==> config.mk <==
export PLATFORM = sky130hd
export DESIGN_NAME = mem_access_unit
export DESIGN_NICKNAME = d
export VERILOG_FILES = /design/src/rtl/mem_access_unit_pkg.sv /design/src/rtl/mem_access_unit_load_align.sv /design/src/rtl/mem_access_unit.sv
export SDC_FILE = /design/constraint.sdc
export NUM_CORES = 1
export LEC_CHECK = 0
export CAP_MARGIN = 20
export CORE_MARGIN = 2
export CORE_UTILIZATION = 33
export DETAILED_ROUTE_END_ITERATION = 7
export PLACE_DENSITY = 0.88
export SLEW_MARGIN = 20
export SYNTH_ARGS = -nofsm -noshare
export SYNTH_HDL_FRONTEND = slang
export SYNTH_SLANG_ARGS = --single-unit
==> constraint.sdc <==
create_clock -name clock -period 2.8 [get_ports clock]
set_input_delay 0.56 -clock clock [delete_from_list [all_inputs] [get_ports clock]]
set_output_delay 0.56 -clock clock [all_outputs]
set_load 0.01 [all_outputs]
==> src/rtl/mem_access_unit_pkg.sv <==
`default_nettype none
// Shared definitions for the MEM-stage data-memory access unit:
// funct3 encodings, FSM states and request-formatting helpers.
package mem_access_unit_pkg;

  localparam int XLEN_DEFAULT = 32;

  localparam logic [2:0] F3_LB  = 3'd0;
  localparam logic [2:0] F3_LH  = 3'd1;
  localparam logic [2:0] F3_LW  = 3'd2;
  localparam logic [2:0] F3_LBU = 3'd4;
  localparam logic [2:0] F3_LHU = 3'd5;
  localparam logic [2:0] F3_SB  = 3'd0;
  localparam logic [2:0] F3_SH  = 3'd1;
  localparam logic [2:0] F3_SW  = 3'd2;

  typedef enum logic [1:0] {
    ST_IDLE = 2'd0,
    ST_WAIT = 2'd1,
    ST_DONE = 2'd2
  } state_e;

  function automatic logic f3_illegal(input logic rd, input logic wr, input logic [2:0] f3);
    logic bad;
    if (rd && wr) begin
      bad = 1'b1;
    end else if (rd) begin
      bad = !(f3 == F3_LB || f3 == F3_LH || f3 == F3_LW || f3 == F3_LBU || f3 == F3_LHU);
    end else begin
      bad = !(f3 == F3_SB || f3 == F3_SH || f3 == F3_SW);
    end
    return bad;
  endfunction

  // funct3[1:0] encodes the access size for both loads and stores.
  function automatic logic is_misaligned(input logic [2:0] f3, input logic [1:0] lane);
    logic mis;
    case (f3[1:0])
      2'b01:   mis = lane[0];
      2'b10:   mis = |lane;
      default: mis = 1'b0;
    endcase
    return mis;
  endfunction

  function automatic logic [3:0] store_be(input logic [2:0] f3, input logic [1:0] lane);
    logic [3:0] be;
    case (f3[1:0])
      2'b00:   be = 4'b0001 << lane;
      2'b01:   be = lane[1] ? 4'b1100 : 4'b0011;
      default: be = 4'b1111;
    endcase
    return be;
  endfunction

endpackage : mem_access_unit_pkg
`default_nettype wire

==> src/rtl/mem_access_unit_load_align.sv <==
`default_nettype none
// Combinational load aligner: selects the addressed byte/halfword of a raw
// read word and sign- or zero-extends it; shared with writeback forwarding.
module mem_load_align
  import mem_access_unit_pkg::*;
#(
  parameter int XLEN = XLEN_DEFAULT
) (
  input  logic [XLEN-1:0] rdata_i,
  input  logic [1:0]      lane_i,
  input  logic [2:0]      funct3_i,
  output logic [XLEN-1:0] result_o
);

  logic [7:0]  byte_sel;
  logic [15:0] half_sel;

  always_comb begin
    case (lane_i)
      2'd0:    byte_sel = rdata_i[7:0];
      2'd1:    byte_sel = rdata_i[15:8];
      2'd2:    byte_sel = rdata_i[23:16];
      default: byte_sel = rdata_i[31:24];
    endcase
    half_sel = lane_i[1] ? rdata_i[31:16] : rdata_i[15:0];
  end

  always_comb begin
    case (funct3_i)
      F3_LB:   result_o = {{(XLEN-8){byte_sel[7]}}, byte_sel};
      F3_LH:   result_o = {{(XLEN-16){half_sel[15]}}, half_sel};
      F3_LBU:  result_o = {{(XLEN-8){1'b0}}, byte_sel};
      F3_LHU:  result_o = {{(XLEN-16){1'b0}}, half_sel};
      default: result_o = rdata_i;
    endcase
  end

endmodule : mem_load_align
`default_nettype wire

==> src/rtl/mem_access_unit.sv <==
`default_nettype none
// MEM-stage data-memory access unit: issues byte-enabled req/ack accesses,
// stalls the pipeline while outstanding and produces the MEM/WB load data.
module mem_access_unit
  import mem_access_unit_pkg::*;
#(
  parameter int XLEN        = XLEN_DEFAULT,
  parameter int ACK_TIMEOUT = 255
) (
  input  logic            clock,
  input  logic            reset,
  input  logic            ex_mem_valid,
  input  logic            ex_mem_MemRead,
  input  logic            ex_mem_MemWrite,
  input  logic [2:0]      ex_mem_funct3,
  input  logic [XLEN-1:0] ex_mem_alu_result,
  input  logic [XLEN-1:0] ex_mem_write_data,
  output logic            dmem_req,
  output logic            dmem_we,
  output logic [XLEN-1:0] dmem_addr,
  output logic [3:0]      dmem_be,
  output logic [XLEN-1:0] dmem_wdata,
  input  logic            dmem_ack,
  input  logic [XLEN-1:0] dmem_rdata,
  output logic [XLEN-1:0] mem_wb_read_data_in,
  output logic            stall,
  output logic            access_error
);

  localparam int              CNT_W    = $clog2(ACK_TIMEOUT + 1);
  localparam logic [CNT_W-1:0] CNT_LAST = CNT_W'(ACK_TIMEOUT - 1);

  state_e           state_q;
  logic [CNT_W-1:0] cnt_q;
  logic [XLEN-1:0]  rdata_q;
  logic             err_q;

  logic [1:0]      lane;
  logic            start;
  logic            bad_access;
  logic            issue;
  logic            in_wait;
  logic [XLEN-1:0] load_result;

  assign lane       = ex_mem_alu_result[1:0];
  assign start      = ex_mem_valid & (ex_mem_MemRead | ex_mem_MemWrite) & (state_q == ST_IDLE);
  assign bad_access = f3_illegal(ex_mem_MemRead, ex_mem_MemWrite, ex_mem_funct3)
                    | is_misaligned(ex_mem_funct3, lane);
  assign issue      = start & ~bad_access;
  assign in_wait    = (state_q == ST_WAIT);

  // Reset gates the strobe so an abandoned request vanishes within the cycle.
  assign dmem_req   = ~reset & (issue | in_wait);
  assign stall      = dmem_req;
  assign dmem_we    = ex_mem_MemWrite;
  assign dmem_addr  = {ex_mem_alu_result[XLEN-1:2], 2'b00};
  assign dmem_be    = ex_mem_MemWrite ? store_be(ex_mem_funct3, lane) : 4'b1111;

  always_comb begin
    case (ex_mem_funct3[1:0])
      2'b00:   dmem_wdata = {(XLEN/8){ex_mem_write_data[7:0]}};
      2'b01:   dmem_wdata = {(XLEN/16){ex_mem_write_data[15:0]}};
      default: dmem_wdata = ex_mem_write_data;
    endcase
  end

  mem_load_align #(
    .XLEN(XLEN)
  ) u_load_align (
    .rdata_i  (dmem_rdata),
    .lane_i   (lane),
    .funct3_i (ex_mem_funct3),
    .result_o (load_result)
  );

  always_ff @(posedge clock or posedge reset) begin
    if (reset) begin
      state_q <= ST_IDLE;
      cnt_q   <= '0;
      rdata_q <= '0;
      err_q   <= 1'b0;
    end else begin
      err_q <= 1'b0;
      case (state_q)
        ST_IDLE: begin
          cnt_q <= '0;
          if (start) begin
            if (bad_access) begin
              err_q <= 1'b1;
            end else if (dmem_ack) begin
              state_q <= ST_DONE;
              if (ex_mem_MemRead) rdata_q <= load_result;
            end else begin
              state_q <= ST_WAIT;
            end
          end
        end
        ST_WAIT: begin
          if (dmem_ack) begin
            state_q <= ST_DONE;
            if (ex_mem_MemRead) rdata_q <= load_result;
          end else if (cnt_q == CNT_LAST) begin
            state_q <= ST_DONE;
            err_q   <= 1'b1;
            rdata_q <= '0;
          end else begin
            cnt_q <= cnt_q + 1'b1;
          end
        end
        ST_DONE: begin
          // One idle cycle lets the pipeline advance before any new start.
          cnt_q   <= '0;
          state_q <= ST_IDLE;
        end
        default: begin
          cnt_q   <= '0;
          state_q <= ST_IDLE;
        end
      endcase
    end
  end

  assign mem_wb_read_data_in = rdata_q;
  assign access_error        = err_q;

endmodule : mem_access_unit
`default_nettype wire

# [Yosys cells after proc, flatten, opt, wreduce, memory -nomap -nowiden]
# Cells that the tools add are included.
[classes] n_addsub=1 n_reduce_logical=16 n_div=0 n_mux=31 n_shift=1 mul=0 n_eq_ne=16 magnitude_cmp=0 bitwise_logic=9
[ops] op="two-way mux 32 bit" n=6
[ops] op="case mux 32 bit (2 select lines)" n=2
[ops] op="case mux 32 bit (4 select lines)" n=1
[ops] op="two-way mux 8 bit" n=3
[ops] op="case mux 8 bit (3 select lines)" n=1
[ops] op="two-way mux 16 bit" n=1
[ops] op="two-way mux 2 bit" n=5
[ops] op="!= test 2 bit (second input constant)" n=5
[ops] op="adder 8 x 1 -> 8 bit (second input constant)" n=1
[ops] op="equality test 8 bit (second input constant)" n=1
[ops] op="two-way mux 4 bit" n=2
[ops] op="case mux 4 bit (2 select lines)" n=1
[ops] op="equality test 2 x 1 -> 1 bit (second input constant)" n=3
[ops] op="equality test 3 bit (second input constant)" n=2
[ops] op="logical NOT 2 bit" n=3
[ops] op="two-way mux 1 bit" n=6
[ops] op="AND reduction 5 bit" n=1
[ops] op="AND 1 bit" n=4
[ops] op="equality test 2 bit (second input constant)" n=2
[ops] op="logical OR 1 bit" n=4
[ops] op="case mux 1 bit (2 select lines)" n=2
[ops] op="case mux 2 bit (2 select lines)" n=1
[ops] op="<< shifter 1 x 2 -> 4 bit (first input constant)" n=1
[ops] op="equality test 3 x 1 -> 1 bit (second input constant)" n=1
[ops] op="11 further kinds" n=15
[word_totals] mem_count=0 ramBits=0 register_bits=43 latchBits=0 mem_bits_ro=0

# [Longest topological paths before layout]
[logic_depth] depth_word=13 ltp_mapped=11 mapped_depth_nobuf=7

# [Modules after synthesis]
# Synthesis repeated with hierarchy kept, for this count alone.
[hier_totals] cells_unflattened=452 area_unflattened_um2=3623.5
[modules_own_cells] mod="mem_access_unit" seq_area_each_um2=1076.0 area_per_inst_um2=2900.3 n_inst=1 cells_per_inst=321
[modules_own_cells] mod="mem_load_align" seq_area_each_um2=0.0 area_per_inst_um2=723.2 n_inst=1 cells_per_inst=131

# [Worst setup path before layout]
# OpenSTA, ideal clock, no wires.
[synth_timing] kind="input -> output" start="input port ex_mem_funct3[1]" end="output port stall" cell_stages=9 arrival_ns=2.225 setup_slack_ns=0.015 t_required_ns=2.240 cell_sequence="clkbuf_1 > inv_1 > ha_1 > buf_4 > or2_1 > o21ai_2 > o31ai_1 > and2_1 > buf_4"
[synth_via] elab_chain_cells=13 word_cells_on_any_way=21 cone_classes="eq/ne: 6; mux: 3; bitwise: 5; reduce/logical: 7"
[synth_rtl] element="from (decl)" line="mem_access_unit.sv:15" source="input logic [2:0] ex_mem_funct3,"
[synth_rtl] element="equality test 3 x 1 -> 1 bit or logical NOT 3 bit (tied branches)" line="mem_access_unit_pkg.sv:28, mem_access_unit_pkg.sv:30"
[synth_rtl] element="logical OR 1 bit (2 in series)" line="mem_access_unit_pkg.sv:28, mem_access_unit_pkg.sv:30"
[synth_rtl] element="logical OR 1 bit (2 in series)" line="mem_access_unit_pkg.sv:28" source="bad = !(f3 == F3_LB || f3 == F3_LH || f3 == F3_LW || f3 == F3_LBU || f3 == F3_LHU);"
[synth_rtl] element="logical NOT 1 bit" line="mem_access_unit_pkg.sv:28"
[synth_rtl] element="two-way mux 1 bit" line="mem_access_unit_pkg.sv:27" source="end else if (rd) begin"
[synth_rtl] element="two-way mux 1 bit" line="mem_access_unit_pkg.sv:25" source="if (rd && wr) begin"
[synth_rtl] element="OR 1 bit (*)" line="mem_access_unit.sv:48" source="| is_misaligned(ex_mem_funct3, lane);"
[synth_rtl] element="NOT 1 bit (*)" line="mem_access_unit.sv:49" source="assign issue = start & ~bad_access;"
[synth_rtl] element="AND 1 bit (*)" line="mem_access_unit.sv:49"
[synth_rtl] element="OR 1 bit (*)" line="mem_access_unit.sv:53" source="assign dmem_req = ~reset & (issue | in_wait);"
[synth_rtl] element="AND 1 bit (*)" line="mem_access_unit.sv:53"
[synth_rtl] element="to (decl)" line="mem_access_unit.sv:26" source="output logic stall,"
# Every way passes the cells marked *; elsewhere a longest branch is shown, timed or not.

# [Worst setup path after layout]
[layout_timing] start="input port ex_mem_funct3[1]" end="output port dmem_wdata[15]"
[layout_via] elab_chain_cells=2 word_cells_on_any_way=3 cone_classes="eq/ne: 1; mux: 1; reduce/logical: 1"
[layout_rtl] element="equality test 2 x 1 -> 1 bit or logical NOT 2 bit (tied branches)" line="mem_access_unit.sv:60" source="case (ex_mem_funct3[1:0])"
[layout_rtl] element="case mux 32 bit (2 select lines) (*)" line="mem_access_unit.sv:60"
[layout_rtl] element="to (decl)" line="mem_access_unit.sv:22" source="output logic [XLEN-1:0] dmem_wdata,"
# Marked as above.

==> summary by stage <==
Outcome
The flow ran to the end, and the final reports show no timing, DRC or antenna violations.

Final layout
The final instance area is 4840 um^2. The share of post-route cells with drive strength above 1 is 13.7%. In the final layout, flip-flops and latches occupy 1080 um^2. The area of the multi-input gates is 1760 um^2.

Measured on the finished design, the core utilization comes to 50.2%. The commonest non-fill, non-tap cell in the layout is clkdlybuf4s50_1. The layout has 932 filler cells. The number of antenna diodes in the final layout is 0. From synthesis to final layout, the design area changed by 49.7%.

In the layout the commonest cells are 133 x clkdlybuf4s50_1, 43 x dfrtp_1, 33 x nand2_1. After the last flow step, the layout net total stands at 586.

Timing
The final period demand of the worst path is 2740 ps. The final count of hold timing violations is 0. Clock skew on the completed layout was measured at 5.70 ps. The max-slew violation count is 0. Setup repair after global routing left no endpoint under its margin. The headroom to the max-slew limit is 51.2%.

Of the available clock period, the critical path in the final layout requires 97.8%. Derived from the worst setup path, the maximum achievable clock frequency is 365 MHz. For the pin with the worst max-slew slack, the measured transition is 730 ps. The number of failing setup endpoints in the final timing report is 0.

Worst setup path
The highest fanout seen on the critical path is 17. The worst register-to-register path begins at cnt_q[0]$_DFFE_PP0P_. STA classifies the critical path startpoint as an input pin. The cell count of the worst reg-to-reg path is 7. The family of cells with the greatest summed delay on the critical path is buffers and inverters. In this design, the stage delay of the slowest critical-path cell is 530 ps. Data arrives at the worst endpoint at 2180 ps. The slowest stage of the critical path is the clkdlybuf4s50_1 cell. The worst flop-to-flop path endpoint is cnt_q[3]$_DFFE_PP0P_. The critical path goes through dlygate4sd2_1 > inv_1 > ha_2 > buf_8 > nand2b_2 > a22o_1 > clkdlybuf4s50_1. For flop-to-flop paths, the worst setup slack is 800 ps.

The sort of element at the end of the critical path is an output port. The required time of the critical path is 2240 ps. The critical path is of the input pin to output port type. The number of buffers and inverters on the critical path is 4.

Yosys
In the synthesized netlist the dominant register cell turns out to be dfrtp_1. The fraction of registers with async set/reset is 100%. The proportion of synthesized chip area in sequential cells is 33.3%. Yosys printed 0 warnings. Averaged over all synthesized cells, the footprint is 8.84 um^2. Yosys mapped a number of flops with a built-in enable equal to 0. The number of instances in the synthesized netlist is 366. Synthesis instantiated 50 different standard cells from the library. The post-synthesis instance area is 3230 um^2. The number of synthesized register bits is 43.

Detailed routing
In this run the remaining antenna-violating nets after routing total 0. After detailed routing, the number of remaining DRC violations is 0. The length of the first detailed-routing pass in iterations is 4.

The detail-routed via count per cell is 5.44. In the final routed layout, each cell accounts on average for 18.2 um. The detailed-route via count is 3310. The detailed router finished its first iteration with 151 violations.

The routed wire length is 11.1 mm.

Clock tree
The TritonCTS buffer count is 5. The clock reaches the later pin of the worst-skew pair after 300 ps. The clock tree from TritonCTS is yes. The clock tree buffer depth is 2. CTS placed an instance of clkbuf_8 at the clock tree root.

The clock tree synthesis step divided the H-tree into 2 levels. The sink count of the clock tree is 43. The count of buffers added by post-CTS timing repair for setup is 0. The clock input transition at the sequential cells of the worst setup and hold paths is 80 ps.

Place
The count of buffers added on input and output ports is 146. The final estimated routing congestion in global placement is 0.850. Detailed placement finished with a half-perimeter wire length of 8.62 mm. In this run the cell area measured after placement is 4640 um^2.

Worst hold path
Counting instances, the worst hold path has a depth of 2. The start point of the worst min-delay path is mem_wb_read_data_in[6]$_DFFE_PP0P_. The classification of the worst-slack hold path is flip-flop to flip-flop.

The worst hold path terminates at mem_wb_read_data_in[6]$_DFFE_PP0P_.

Power and ir drop
The peak supply drop is 376 uV. The analysis attributes to cell leakage a power of 2.00 nW. In this run the power density over the cells is 549 nW/um^2.

Global routing
Entering global routing, the biggest net connects 44 pins. For this run, the total global-route usage over all layers was measured as 20.0%. The total congestion overflow after global routing is 0. The first-pass GRT wire length is 16.7 mm.

The via count of the first global-routing pass came to 3356. The number of antenna violations at the first check in global routing is 0.

Die
The die extent in y is 103 um. The horizontal die dimension is 103 um. The starting utilization of the core area is 33.6%.

During I/O placement, the number of pins put on the boundary was 209. The core region is 9640 um^2. The die covers 10600 um^2.

The row count is 36.

Flow run
The number of maximum-capacitance constraint violations is 0.
-- stage by stage --
stage | total power, W | std cells | setup slack (ps) | TNS (ps) | hold WS (ps)
5_1_grt | 0.00279 | 609 | 2.15 | 0 | 568
4_1_cts | 0.00267 | 608 | 18.1 | 0 | 536
6_report | 0.00266 | 609 | 61.8 | 0 | 531
2_1_floorplan | 0.00148 | 367 | 15.1 | 0 | 497
3_3_place_gp | 0.00215 | 601 | -495 | -11330 | 518
3_5_place_dp | 0.00217 | 601 | -521 | -13830 | 517
-- worst max path at each step --
| stage | from | to | cells past startpoint |
|---|---|---|---|
| final | ex_mem_funct3[1] | dmem_wdata[15] | 7 |
| after detailed placement | ex_mem_funct3[0] | stall | 8 |
| after floorplan | ex_mem_funct3[1] | stall | 9 |
| after global routing | ex_mem_funct3[1] | dmem_wdata[10] | 7 |
| after global placement | ex_mem_funct3[1] | dmem_req | 8 |
| after CTS | ex_mem_MemRead | stall | 6 |
-- power breakdown --
part	internal, W	switching, W
Sequential	0.000821	0.000126
Combinational	0.000727	0.000507
Clock	0.000261	0.000218
-- registers in the layout, summed over array words and instances (netlist names) --
name / cells
cnt_q: 8
state_q: 2
mem_wb_read_data_in: 32
access_error: 1
-- cells by family after synthesis --
group / share of synthesized area (%)
flip-flops: 33.3
XOR/XNOR: 1.90
buffers and inverters: 14.9
other: 0.116
AO/OA/AOI/OAI: 26.5
AND/OR/NAND/NOR: 14.9
multiplexers: 6.54
adder cells (fa/ha/maj): 1.93
-- synth_stat cells (2+ instances only) --
master | instances | area share, %
a21oi_1 | 24 | 3.7
a221oi_1 | 9 | 2.4
a22o_1 | 16 | 4.3
a22oi_1 | 8 | 1.9
and2_1 | 2 | 0.39
and3_1 | 2 | 0.39
and4_1 | 2 | 0.54
buf_1 | 2 | 0.23
buf_2 | 8 | 1.2
buf_4 | 44 | 10
clkbuf_1 | 17 | 2.0
dfrtp_1 | 43 | 33
ha_1 | 5 | 1.9
inv_1 | 4 | 0.46
mux2_2 | 9 | 3.1
mux2i_1 | 11 | 3.4
nand2_1 | 33 | 3.8
nand2b_1 | 12 | 2.3
nand3_1 | 6 | 0.93
nand4_1 | 2 | 0.39
nor2_1 | 29 | 3.4
nor2b_1 | 2 | 0.39
o211ai_1 | 2 | 0.46
o21ai_0 | 9 | 1.4
o221a_1 | 5 | 1.7
o221a_2 | 3 | 1.0
o221ai_1 | 7 | 1.9
o22ai_1 | 7 | 1.4
o31ai_1 | 17 | 3.9
xnor2_1 | 3 | 0.81
xor2_1 | 4 | 1.1
-- final cells by class --
type | count | area share (%)
Clock buffer | 5 | 1.42
Clock inverter | 2 | 0.775
Inverter | 4 | 0.310
Multi-Input combinational cell | 248 | 36.3
Sequential cell | 43 | 22.2
Tap cell | 133 | 3.44
Timing Repair Buffer | 174 | 35.5
-- layer usage --
metal,track usage [%],vias to the layer above,wire [um]
li1,-,1517,-
met3,3.80,47,834
met4,10.6,0,537
met5,0,-,0
met2,34.5,175,5580
met1,23.6,1571,4130
-- worst reg2reg max path, cell delays in order, from the launching register on --
cell and delay [ps]:
dfrtp_1 430, inv_1 70, ha_1 190, and4_1 240, a21oi_1 470, and4_1 290, xnor2_1 140, nor2_1 60
-- repair_timing --
item / CTS / global route
endpoints found under the hold margin: 0 / 0
pin swaps: 4 / 2
gates resized for setup: 22 / 10
hold buffers: 0 / 0
cloned: 0 / 1
endpoints found under the setup margin: 31 / 16
Power figures use the tool's default switching activity.
